### src/rtl/nf_uart_pkg.sv
// rtl/nf_uart_pkg.sv - shared types and constants for the UART receive path
package nf_uart_pkg;

    typedef enum logic [1:0] { IDLE, START, DATA, STOP } uart_rx_st_t;

    localparam int UART_DATA_W       = 8;
    localparam int UART_DEFAULT_COMP = 434;

endpackage

### src/rtl/nf_uart_rx_fifo.sv
// rtl/nf_uart_rx_fifo.sv - show-ahead byte FIFO holding received UART data
module nf_uart_rx_fifo #(
    parameter int DEPTH = 4,
    parameter int WIDTH = 8
) (
    input  logic                     clk,
    input  logic                     resetn,
    input  logic                     push,
    input  logic [WIDTH-1:0]         push_data,
    input  logic                     pop,
    output logic [WIDTH-1:0]         rd_data,
    output logic                     full,
    output logic                     empty,
    output logic [$clog2(DEPTH):0]   count
);

    localparam int AW = $clog2(DEPTH);

    logic [WIDTH-1:0] mem [DEPTH];
    logic [AW-1:0]    wr_ptr;
    logic [AW-1:0]    rd_ptr;
    logic             do_push;
    logic             do_pop;

    // A push into a full FIFO is accepted only when a pop frees a slot in the same cycle
    assign do_pop  = pop && !empty;
    assign do_push = push && (!full || do_pop);

    always_ff @(posedge clk or posedge resetn) begin
        if (resetn) begin
            for (int i = 0; i < DEPTH; i++) begin
                mem[i] <= '0;
            end
            wr_ptr <= '0;
            rd_ptr <= '0;
            count  <= '0;
        end else begin
            if (do_push) begin
                mem[wr_ptr] <= push_data;
                wr_ptr      <= wr_ptr + 1'b1;
            end
            if (do_pop) begin
                rd_ptr <= rd_ptr + 1'b1;
            end
            if (do_push && !do_pop) begin
                count <= count + 1'b1;
            end else if (do_pop && !do_push) begin
                count <= count - 1'b1;
            end
        end
    end

    assign rd_data = mem[rd_ptr];
    assign full    = (count == (AW+1)'(DEPTH));
    assign empty   = (count == '0);

endmodule

### src/rtl/nf_uart_receiver.sv
// rtl/nf_uart_receiver.sv - 8N1 UART receiver with runtime bit divider, FIFO and sticky errors
module nf_uart_receiver
    import nf_uart_pkg::*;
#(
    parameter int FIFO_DEPTH = 4,
    parameter int COMP_W     = 16
) (
    input  logic              clk,
    input  logic              resetn,
    input  logic              rec_en,
    input  logic [COMP_W-1:0] comp,
    input  logic              uart_rx,
    output logic [7:0]        rx_data,
    output logic              rx_valid,
    input  logic              rx_ready,
    output logic              fifo_full,
    output logic              frame_err,
    output logic              overrun_err,
    input  logic              err_clr
);

    logic                      rx_meta, rx_s, rx_s_d;
    uart_rx_st_t               state, state_n;
    logic [COMP_W-1:0]         cnt, cnt_n, comp_l, comp_l_n;
    logic [2:0]                idx, idx_n;
    logic [UART_DATA_W-1:0]    shreg, shreg_n;
    logic                      push, pop, frame_set, overrun_set;
    logic                      half_hit, bit_hit;
    logic                      fifo_empty;
    logic [$clog2(FIFO_DEPTH):0] fifo_count;

    assign half_hit = (cnt == (comp_l >> 1) - 1'b1);
    assign bit_hit  = (cnt == comp_l - 1'b1);
    assign pop      = rx_ready && !fifo_empty;
    assign rx_valid = (fifo_count != '0);

    always_ff @(posedge clk or posedge resetn) begin
        if (resetn) begin
            rx_meta     <= 1'b1;
            rx_s        <= 1'b1;
            rx_s_d      <= 1'b1;
            state       <= IDLE;
            cnt         <= '0;
            comp_l      <= '0;
            idx         <= '0;
            shreg       <= '0;
            frame_err   <= 1'b0;
            overrun_err <= 1'b0;
        end else begin
            rx_meta     <= uart_rx;
            rx_s        <= rx_meta;
            rx_s_d      <= rx_s;
            state       <= state_n;
            cnt         <= cnt_n;
            comp_l      <= comp_l_n;
            idx         <= idx_n;
            shreg       <= shreg_n;
            frame_err   <= frame_set   | (frame_err   & ~err_clr);
            overrun_err <= overrun_set | (overrun_err & ~err_clr);
        end
    end

    always_comb begin
        state_n     = state;
        cnt_n       = cnt;
        comp_l_n    = comp_l;
        idx_n       = idx;
        shreg_n     = shreg;
        push        = 1'b0;
        frame_set   = 1'b0;
        overrun_set = 1'b0;
        case (state)
            IDLE: begin
                if (rec_en && rx_s_d && !rx_s) begin
                    state_n  = START;
                    comp_l_n = comp;
                    cnt_n    = '0;
                end
            end
            START: begin
                if (half_hit) begin
                    cnt_n = '0;
                    if (rx_s) begin
                        state_n = IDLE;
                    end else begin
                        state_n = DATA;
                        idx_n   = '0;
                    end
                end else begin
                    cnt_n = cnt + 1'b1;
                end
            end
            DATA: begin
                if (bit_hit) begin
                    cnt_n   = '0;
                    shreg_n = {rx_s, shreg[UART_DATA_W-1:1]};
                    if (idx == 3'd7) begin
                        state_n = STOP;
                    end else begin
                        idx_n = idx + 1'b1;
                    end
                end else begin
                    cnt_n = cnt + 1'b1;
                end
            end
            STOP: begin
                // Leave at mid-stop-bit so a back-to-back start edge is not missed
                if (bit_hit) begin
                    state_n = IDLE;
                    cnt_n   = '0;
                    if (!rx_s) begin
                        frame_set = 1'b1;
                    end else if (!fifo_full || pop) begin
                        push = 1'b1;
                    end else begin
                        overrun_set = 1'b1;
                    end
                end else begin
                    cnt_n = cnt + 1'b1;
                end
            end
            default: state_n = IDLE;
        endcase
        if (state != IDLE && !rec_en) begin
            state_n     = IDLE;
            cnt_n       = '0;
            push        = 1'b0;
            frame_set   = 1'b0;
            overrun_set = 1'b0;
        end
    end

    nf_uart_rx_fifo #(
        .DEPTH (FIFO_DEPTH),
        .WIDTH (UART_DATA_W)
    ) u_fifo (
        .clk       (clk),
        .resetn    (resetn),
        .push      (push),
        .push_data (shreg),
        .pop       (pop),
        .rd_data   (rx_data),
        .full      (fifo_full),
        .empty     (fifo_empty),
        .count     (fifo_count)
    );

endmodule

### config.mk
export PLATFORM = sky130hd
export DESIGN_NAME = nf_uart_receiver
export DESIGN_NICKNAME = d
export VERILOG_FILES = /design/src/rtl/nf_uart_pkg.sv /design/src/rtl/nf_uart_rx_fifo.sv /design/src/rtl/nf_uart_receiver.sv
export SDC_FILE = /design/constraint.sdc
export NUM_CORES = 1
export LEC_CHECK = 0
export CORE_MARGIN = 2
export CORE_UTILIZATION = 60
export DETAILED_ROUTE_END_ITERATION = 16
export PLACE_DENSITY = 0.81
export SLEW_MARGIN = 10
export SYNTH_ARGS = -nofsm -noshare
export SYNTH_HDL_FRONTEND = slang
export SYNTH_SLANG_ARGS = --single-unit
export TNS_END_PERCENT = 20
### constraint.sdc
create_clock -name clk -period 4.88 [get_ports clk]
set_clock_uncertainty 0.2 [all_clocks]
set_input_delay 0.976 -clock clk [delete_from_list [all_inputs] [get_ports clk]]
set_output_delay 0.976 -clock clk [all_outputs]
set_load 0.02 [all_outputs]
==> summary.txt, run 1 <==
Status: finished, final reports clean
Period minus WS final: 4140 ps
R2R Setup Slk: 740 ps
Number of global-route vias before repair: 4057
Half-perimeter wire length after placement: 8293 um
Most frequent cell after synthesis: dfrtp_1
Worst-path maximum fanout: 18
GRT Overall Usage: 25.03%
Worst Hold Path EP: rx_s
Root buf cell: clkbuf_8
CTS sink cnt: 89
Unique masters post-synth: 73
Yosys top cell by area: dfrtp_1
Static Leak: 2.581 nW
FMAX: 241.5 MHz
CTS max path bufs: 2
Post-CTS sizing: 0
Post-DR vias/cell: 6.346
Power Density: 326.7 mW/mm^2
Worst Path Arrival: 4200 ps
R2R cell count: 10
Number of fill cells: 639
Hold depth: 0
Max-Cap Viols: 0
Site Rows: 34
Via count: 3884
First-pass GRT wire length: 19670 um
Fraction of registers with async set/reset: 100.0%
Top_reg_cell synth: dfrtp_1
Post-route antenna net violation count: 0
Num CTS Buffers: 9
Synth Area per Inst: 11.26 um^2
Die W: 98.90 um
Worst-Margin Slew: 871.0 ps
Min-delay src: rx_meta
Critical path class: reg -> reg
#FFs+latches synth: 89
Final core utilization: 68.21%
Final max-slew violation count: 0
Layout Nets: 532
CTS Hold Bufs: 0
Initial Utilization: 61.97%
Reg-to-Reg End: cnt[14]
Setup bufs post-CTS: 0
EDFF count, synth: 0
Final period util: 84.84%
Total congestion overflow: 0
Worst Slack Setup Final: 739.8 ps
Final Hold Vio Count: 0
IO buf count: 33
H-tree depth: 3
CP startpoint kind: flip-flop
Synth top area share: 39.82%
Layout cell share with drive strength beyond 1: 22.22%
Relative slew slack: 41.77%
Maximum vdd drop: 0.2271 mV
Ys Warns: 0
Final setup viols: 0
DRC violation count after routing: 0
CTS clk-pin slew, worst paths: 100 ps
CP Capture Type: flip-flop
Pre-CTS setup slack: 819.1 ps
Clock Latency Late Sink: 370 ps
Largest net degree at the start of global routing: 48
WL per Instance: 18.77 um
Area contributors post-synth: dfrtp_1 40%, mux2_2 7.1%, mux2_4 6.7%, xnor2_1 4.2%, mux4_2 3.3%
Area of the core: 0.008721 mm^2
Register area share after synthesis: 41.28%
Initial antenna violation count: 0
Placer Congestion: 0.9250
I/O pin count: 34
Die Footprint: 0.009781 mm^2
Commonest cells post-synth: 86 x dfrtp_1, 34 x mux2_2, 26 x xnor2_1
Unrepaired setup endpoints after global routing: false
Die height: 98.90 um
R2R Path Start: comp_l[2]
Final WL: 11490 um
P&R area growth vs syn: 10.07%
Cell area after synthesis: 0.005404 mm^2
Initial drt markers: 268
Hold WC Path Type: reg -> reg
Router iterations before antenna repair: 8
Gate Count Post-Synth: 480
Syn nets: 513
Setup TNS: 0 ps
Critical path required time: 4940 ps
CTS tree: yes
Number of diodes: 0
worst max-delay path, stage by stage (launching register included):
cell and delay [ps]:
dfrtp_1 460, inv_1 110, ha_1 300, nor3b_1 720, nand2_1 280, nor4_1 350, o2111ai_1 180, nor4_2 510
o22ai_2 380, and3_1 280, a221o_1 260
cells in the final DEF, fill, tap and decap left out, types with 3 or more instances in the layout:
master	count
nor2b_1	4
a21oi_1	14
ha_1	10
dfrtp_1	86
and3_1	17
nand2_1	23
clkbuf_8	9
xor2_1	14
mux2_2	34
a31oi_1	7
nor3_1	4
and2_1	5
o21ai_0	9
a22o_1	5
nand2b_1	3
nand4_1	6
buf_4	5
nor4_2	3
a221o_1	5
nand2_8	3
dfstp_2	3
nor2_1	21
mux2_4	24
inv_1	17
nor4_1	6
nor4b_1	3
nor3b_1	3
nand3_1	24
or3_1	6
nand3b_1	6
xnor2_1	26
nand4b_1	3
clkdlybuf4s50_1	33
mux4_2	8
inv_8	3
where the power goes:
group | internal (mW) | switching, mW | total, mW | leakage (nW)
clock network | 0.197 | 0.306 | 0.503 | 0.0916
registers | 0.799 | 0.157 | 0.955 | 1.17
logic | 0.253 | 0.232 | 0.485 | 1.31
total | 1.25 | 0.695 | 1.94 | 2.58
state kept, by name, indices dropped and copies added (netlist names), 3 cells and up:
| name | count |
|---|---|
| cnt | 16 |
| comp_l | 16 |
| idx | 3 |
| shreg | 8 |
| u_fifo.count | 3 |
| u_fifo.mem | 32 |
per-layer routing:
| metal | share of wire (%) | track usage, % |
|---|---|---|
| met3 | 4.1 | 3.972 |
| met4 | 2.1 | 9.378 |
| met1 | 42 | 31.53 |
| met2 | 51 | 43.45 |
| met5 | 0 | 0 |
worst max-delay path by stage:
stage               startpoint               to  slack [ps]
finish               comp_l[2]          cnt[14]         740
global route         comp_l[2]   u_fifo.mem[13]         520
CTS                  comp_l[2]          cnt[14]         780
detailed placement   comp_l[2]   u_fifo.mem[14]         820
global placement     comp_l[7]   u_fifo.mem[13]         890
floorplan            comp_l[2]  u_fifo.count[2]        1360
kinds of logic after synthesis:
group,share of synthesized area (%)
compound gates,9.470
simple gates,17.99
flops,41.28
fa+ha+maj,2.686
xor+xnor,7.340
mux,17.27
buf+inv,3.959
per-stage QoR:
| step | hold slack [ps] | power [mW] | instance area, um^2 | cells |
|---|---|---|---|---|
| finish | 170.1 | 1.943 | 5948 | 612 |
| global route | 175.1 | 2.053 | 5948 | 612 |
| global placement | 147.9 | 1.431 | 5762 | 596 |
| CTS | 167.7 | 1.951 | 5948 | 612 |
| detailed placement | 148.8 | 1.451 | 5762 | 596 |
| floorplan | 145.2 | 1.324 | 5404 | 480 |
final cells by class:
cell class                      instances  area [um^2]  share of cell area, %
Clock buffer                            9        123.9                  2.082
Clock inverter                          7        62.56                  1.052
Inverter                               18        68.82                  1.157
Multi-Input combinational cell        343         2959                  49.75
Sequential cell                        89         2231                  37.51
Tap cell                              108        135.1                  2.272
Timing Repair Buffer                   38        367.9                  6.184
No activity file was read; power rests on OpenSTA's default activity.
==> inputs of run 2 (changes only) <==
--- a/config.mk
+++ b/config.mk
@@ -6,9 +6,9 @@
 export NUM_CORES = 1
 export LEC_CHECK = 0
 export CORE_MARGIN = 2
-export CORE_UTILIZATION = 60
+export CORE_UTILIZATION = 54
 export DETAILED_ROUTE_END_ITERATION = 16
-export PLACE_DENSITY = 0.81
+export PLACE_DENSITY = 0.77
 export SLEW_MARGIN = 10
 export SYNTH_ARGS = -nofsm -noshare
 export SYNTH_HDL_FRONTEND = slang
==> constraint.sdc (replaced) <==
create_clock -name clk -period 3.5 [get_ports clk]
set_clock_uncertainty 0.2 [all_clocks]
set_input_delay 0.7 -clock clk [delete_from_list [all_inputs] [get_ports clk]]
set_output_delay 0.7 -clock clk [all_outputs]
set_load 0.02 [all_outputs]
==> run 2 against run 1 <==
Against the previous run: final cell count increased by 9.8%; via count increased by 0.90%; sequential power increased by 33%; first-iteration DRC count decreased by 19%; die area increased by 11%; setup slack got worse by 720 ps; combinational power increased by 84%; wire length increased by 0.31%; clock power increased by 41%; sequential cell count unchanged; critical endpoint is now u_fifo.mem[0]; critical path type unchanged.
==> summary.txt, run 2 (synthesis gave the netlist of run 1 again) <==
Seq pwr share: 44.3%
Placer Congestion: 0.8795
Total congestion overflow: 0
Initial antenna violation count: 0
P&R area growth vs syn: 17.55%
Maximum vdd drop: 0.3060 mV
R2R Path Start: comp_l[2]
Commonest non-fill, non-tap cells in the layout: 86 x dfrtp_1, 37 x buf_4, 33 x mux2_2, 33 x clkdlybuf4s50_1, 26 x xnor2_1
Min-delay src: rx_meta
Met1 WL: 5021 um
CP startpoint kind: flip-flop
CTS tree: yes
Critical path class: reg -> reg
Post-route antenna net violation count: 0
Hold WC Path Type: reg -> reg
Worst Hold Path EP: rx_s
Switching part of the total: 35.49%
Final WL: 11530 um
Half-perimeter wire length after placement: 8262 um
DRC violation count after routing: 0
Part of the power in combinational logic: 31.0%
Site Rows: 36
Root buf cell: clkbuf_8
Status: finished, final reports clean
Top reg by flops: u_fifo.mem
Top Layer Used: met4
Clock Latency Late Sink: 370 ps
Worst-Margin Slew: 670.3 ps
Die Footprint: 0.01082 mm^2
Post-DR vias/cell: 5.832
Buf/Inv on CP: 3
GRT Overall Usage: 22.01%
R2R cell count: 11
Relative slew slack: 55.01%
Initial Utilization: 55.54%
Power Density: 451.7 mW/mm^2
CTS clk-pin slew, worst paths: 90 ps
CP Cell Sequence: inv_2, ha_4, or4b_4, o21ai_4, a21oi_2, buf_4, or4b_4, a2111oi_4, buf_4, nand4_2, mux2_2
Largest net degree at the start of global routing: 46
Layout Nets: 567
Die W: 104.0 um
Worst-path maximum fanout: 8
WL per Instance: 17.15 um
Worst Path Arrival: 3540 ps
CTS sink cnt: 89
Most common cell after layout, fill and taps aside: dfrtp_1
Worst path max stage delay: 510 ps
Final max-slew violation count: 0
First-pass GRT wire length: 19190 um
Max-Cap Viols: 0
Largest registers: u_fifo.mem x32, cnt x16, comp_l x16
DR WL met2: 5866 um
Hold slack: 161.1 ps
I/O pin count: 34
Unrepaired setup endpoints after global routing: true
Static Leak: 2.779 nW
Final period util: 99.43%
Router iterations before antenna repair: 6
Number of global-route vias before repair: 3975
FMAX: 287.3 MHz
Initial drt markers: 217
Area of the core: 0.009729 mm^2
Period minus WS final: 3480 ps
Max reg flops: 32
Die height: 104.0 um
Num CTS Buffers: 9
IO buf count: 33
Layout cell share with drive strength beyond 1: 29.87%
Hold depth: 0
Met3 wire length: 435 um
CP max stage cell: or4b_4
P_sw: 1.018 mW
Final setup viols: 0
H-tree depth: 3
CTS max path bufs: 2
Clock share of power: 24.7%
CP Capture Type: flip-flop
Number of diodes: 0
CP delay by family, top: simple AND/OR/NAND/NOR gates
Critical path required time: 3560 ps
Internal Power: 1.851 mW
Reg-to-Reg End: u_fifo.mem[0]
CTS Hold Bufs: 0
Via count: 3919
R2R Setup Slk: 20 ps
Final Hold Vio Count: 0
Final core utilization: 65.29%
[run 2: cell count changes in the layout (fill, tap and decap cells not counted), moves of 2 or more]
cell	change
ha_1	-3
inv_2	+3
ha_2	+2
a21oi_2	+2
inv_1	-3
nor2_1	-2
buf_4	+32
a21oi_1	-2
[run 2: area by class of cell]
type                       instances  area (um^2)
clock buffer                       9        123.9
clock inverter                     7        73.82
fill                             736         3377
inverter                          18        68.82
multi-input combinational        343         3044
sequential                        89         2231
tap                              133        166.4
timing repair buffer              73        644.4
[run 2: what timing repair did]
item	in CTS	in global routing
endpoints found under the setup margin	1	55
buffers inserted	0	5
pin swaps	1	6
gates cloned	0	1
gates resized for setup	3	19
[run 2: how the worst max path moves through the flow]
stage                   start  slack (ps)  cells after the start         endpoint
CTS                 comp_l[1]          20                     16  u_fifo.count[2]
finish              comp_l[2]          20                     11    u_fifo.mem[0]
global route        comp_l[2]        -140                     16  u_fifo.count[2]
global placement    comp_l[1]           8                     16  u_fifo.count[2]
floorplan           comp_l[2]        -0.3                     17  u_fifo.count[2]
detailed placement  comp_l[1]         -40                     16  u_fifo.count[2]
[run 2: power by group through the flow]
| stage | registers, mW | logic (mW) | clock network [mW] |
|---|---|---|---|
| after floorplan | 1.21 | 0.641 | 0 |
| after global placement | 1.29 | 0.800 | 0 |
| after detailed placement | 1.29 | 0.822 | 0 |
| after CTS | 1.27 | 0.833 | 0.729 |
| after global routing | 1.29 | 0.961 | 0.777 |
| final | 1.27 | 0.890 | 0.708 |
[run 2: metrics by stage]
| step | cell area (um^2) | total power, mW | std cells | TNS, ps | worst slack [ps] |
|---|---|---|---|---|---|
| 2_1_floorplan | 5406 | 1.848 | 480 | -0.2776 | -0.2776 |
| 3_3_place_gp | 6023 | 2.086 | 650 | 0 | 7.729 |
| 3_5_place_dp | 6023 | 2.111 | 650 | -41.71 | -41.71 |
| 4_1_cts | 6236 | 2.831 | 666 | 0 | 16.96 |
| 5_1_grt | 6352 | 3.031 | 672 | -1955 | -142.7 |
| 6_report | 6352 | 2.869 | 672 | 0 | 19.82 |
[run 2: metal layers]
layer  GRT usage [%]  up-vias
met5               0        -
met4           7.143        0
met3           4.135       14
met2           38.20      101
met1           27.78     1943
li1                -     1861
==> inputs of run 3 (changes only) <==
--- a/config.mk
+++ b/config.mk
@@ -5,10 +5,11 @@
 export SDC_FILE = /design/constraint.sdc
 export NUM_CORES = 1
 export LEC_CHECK = 0
+export CORE_ASPECT_RATIO = 1.5
 export CORE_MARGIN = 2
-export CORE_UTILIZATION = 54
+export CORE_UTILIZATION = 45
 export DETAILED_ROUTE_END_ITERATION = 16
-export PLACE_DENSITY = 0.77
+export PLACE_DENSITY = 0.66
 export SLEW_MARGIN = 10
 export SYNTH_ARGS = -nofsm -noshare
 export SYNTH_HDL_FRONTEND = slang
==> constraint.sdc (replaced) <==
create_clock -name clk -period 2.82 [get_ports clk]
set_clock_uncertainty 0.2 [all_clocks]
set_input_delay 0.564 -clock clk [delete_from_list [all_inputs] [get_ports clk]]
set_output_delay 0.564 -clock clk [all_outputs]
set_load 0.02 [all_outputs]
==> run 3 against run 2 <==
Against the previous run: the run now ends with negative setup slack left; register-to-register slack got worse by 630 ps; clock power increased by 75%; power increased by 47%; die area increased by 19%; highest routed layer unchanged.
==> summary.txt, run 3 (synthesis gave the netlist of run 1 again) <==
Status: finished with violations
Failing checks: negative setup slack
Final Hold Vio Count: 0
Worst path max stage delay: 470 ps
CTS sink cnt: 89
Layout cell share with drive strength beyond 1: 39.27%
Critical path class: reg -> reg
Final setup viols: 68
Relative slew slack: 52.07%
Unrepaired setup endpoints after global routing: true
GR met2 Demand/Resource: 38.24%
Maximum vdd drop: 0.3057 mV
Initial antenna violation count: 0
Buf/Inv on CP: 3
Max-Cap Viols: 0
Commonest non-fill, non-tap cells in the layout: 93 x buf_4, 85 x dfrtp_1, 33 x mux2_2, 26 x xnor2_1
Layout Nets: 629
Router iterations before antenna repair: 4
Largest registers: u_fifo.mem x32, cnt x16, comp_l x16
CP Cell Sequence: inv_2, ha_4, or4b_4, buf_6, o21ai_4, a21oi_2, or3_1, nor2_1, nand2_1, a21oi_2, and3_4, ha_4, inv_2, fa_2, xor2_1, nor2_1, xor2_1
First-pass GRT wire length: 21320 um
GR peak layer: met2
IO buf count: 33
Total congestion overflow: 0
CP delay by family, top: simple AND/OR/NAND/NOR gates
DP Cell Count: 723
Worst-path maximum fanout: 2
Number of diodes: 0
Num CTS Buffers: 9
Met3 Track Usage GR: 2.997%
Final period util: 121.7%
Final WL: 13110 um
Period minus WS final: 3433 ps
Site Rows: 49
Static Leak: 3.295 nW
CP startpoint kind: flip-flop
Critical path required time: 2880 ps
Min-delay src: rx_meta
Worst-Margin Slew: 714.2 ps
Power Density: 591.9 mW/mm^2
Most common cell after layout, fill and taps aside: buf_4
Die height: 138.2 um
Total Power: 4.208 mW
Fin cells: 754
Worst Setup SP: comp_l[2]
Worst Slack Setup Final: -613.2 ps
CP Capture Type: flip-flop
Root buf cell: clkbuf_16
CTS clk-pin slew, worst paths: 70 ps
Initial drt markers: 162
Area after DPL: 0.006482 mm^2
FMAX: 291.3 MHz
P&R area growth vs syn: 31.56%
Die W: 93.48 um
Post-DR vias/cell: 5.475
Placer Congestion: 0.8818
DRC violation count after routing: 0
CTS tree: yes
H-tree depth: 3
R2R Path Start: comp_l[2]
CP max stage cell: or4b_4
CTS Hold Bufs: 0
Top reg by flops: u_fifo.mem
Final core utilization: 60.08%
Number of global-route vias before repair: 4405
CTS max path bufs: 2
Largest net degree at the start of global routing: 90
Initial Utilization: 45.67%
Setup TNS: -32530 ps
Via count: 4128
Post-route antenna net violation count: 0
Worst Path Arrival: 3500 ps
I/O pin count: 34
Hold WC Path Type: reg -> reg
Area of the core: 0.01183 mm^2
Final max-slew violation count: 0
Max reg flops: 32
Number of fill cells: 955
Clock Latency Late Sink: 340 ps
Half-perimeter wire length after placement: 9500 um
WL per Instance: 17.39 um
Final std cell area, no fill: 0.007109 mm^2
GRT Overall Usage: 20.91%
Die Footprint: 0.01292 mm^2
Global routing met1 resource utilization: 23.16%
-- run 3: cell types whose count changed in the layout (fill, tap and decap cells not counted), sizes merged --
cell	before	now
bufinv	0	1
dlymetal6s2s	0	7
dlygate4sd2	0	1
buf	40	102
clkinv	3	2
clkbuf	9	10
clkdlybuf4s50	33	25
inv	20	21
clkinvlp	2	0
-- run 3: repair_timing --
item                       in CTS  in global routing
pin swaps                      16                 14
resized for setup              16                 41
setup buffers                  14                  4
setup endpoints to repair      69                 75
-- run 3: final cells by class --
cell class,count,area (um^2),share of cell area (%)
clock buffers,10,229.0,3.221
clock inverters,6,72.57,1.021
inverters,18,68.82,0.9680
multi-input cells,343,3143,44.21
flip-flops and latches,89,2232,31.40
well taps,153,191.4,2.693
repair buffers,135,1172,16.49
-- run 3: routing by layer --
layer / share of wire, % / vias up / routed length [um]
met5: 0 / - / 0
met4: 3.7 / 0 / 490
met3: 2.5 / 27 / 332
met2: 55 / 74 / 7254
met1: 38 / 2042 / 5034
li1: - / 1985 / -
-- run 3: metrics by stage --
| step | worst slack, ps | hold slack [ps] |
|---|---|---|
| after floorplan | -677.7 | 145.2 |
| after global placement | -623.1 | 148.8 |
| after detailed placement | -685.4 | 149.4 |
| after CTS | -646.8 | 159.2 |
| after global routing | -727.5 | 160.8 |
| final | -613.2 | 157.0 |
-- run 3: worst reg2reg max path, delay by kind of cell, from the launching register on --
kind,cells,cell delay [ps]
AND/OR/NAND/NOR,6,1340
adder cells (fa/ha/maj),3,580
flip-flops,1,380
AO/OA/AOI/OAI,3,320
XOR/XNOR,2,300
buffers and inverters,3,250
-- run 3: worst paths after layout --
kind | end | slack [ps] | cells after the start
worst max-delay path | u_fifo.count[2] | -610 | 17
worst min-delay path | rx_s | 160 | 0
worst max register to register | u_fifo.count[2] | -610 | 17
worst min register to register | rx_s | 160 | 0
max in group asynchronous | rx_s_d | 1580 | 3
min in group asynchronous | cnt[1] | 440 | 3
-- run 3: report_power, final --
part	leakage [nW]	switching (mW)	internal, mW
registers	1.17	0.130	1.39
logic	1.97	0.699	0.756
clock network	0.150	0.536	0.702
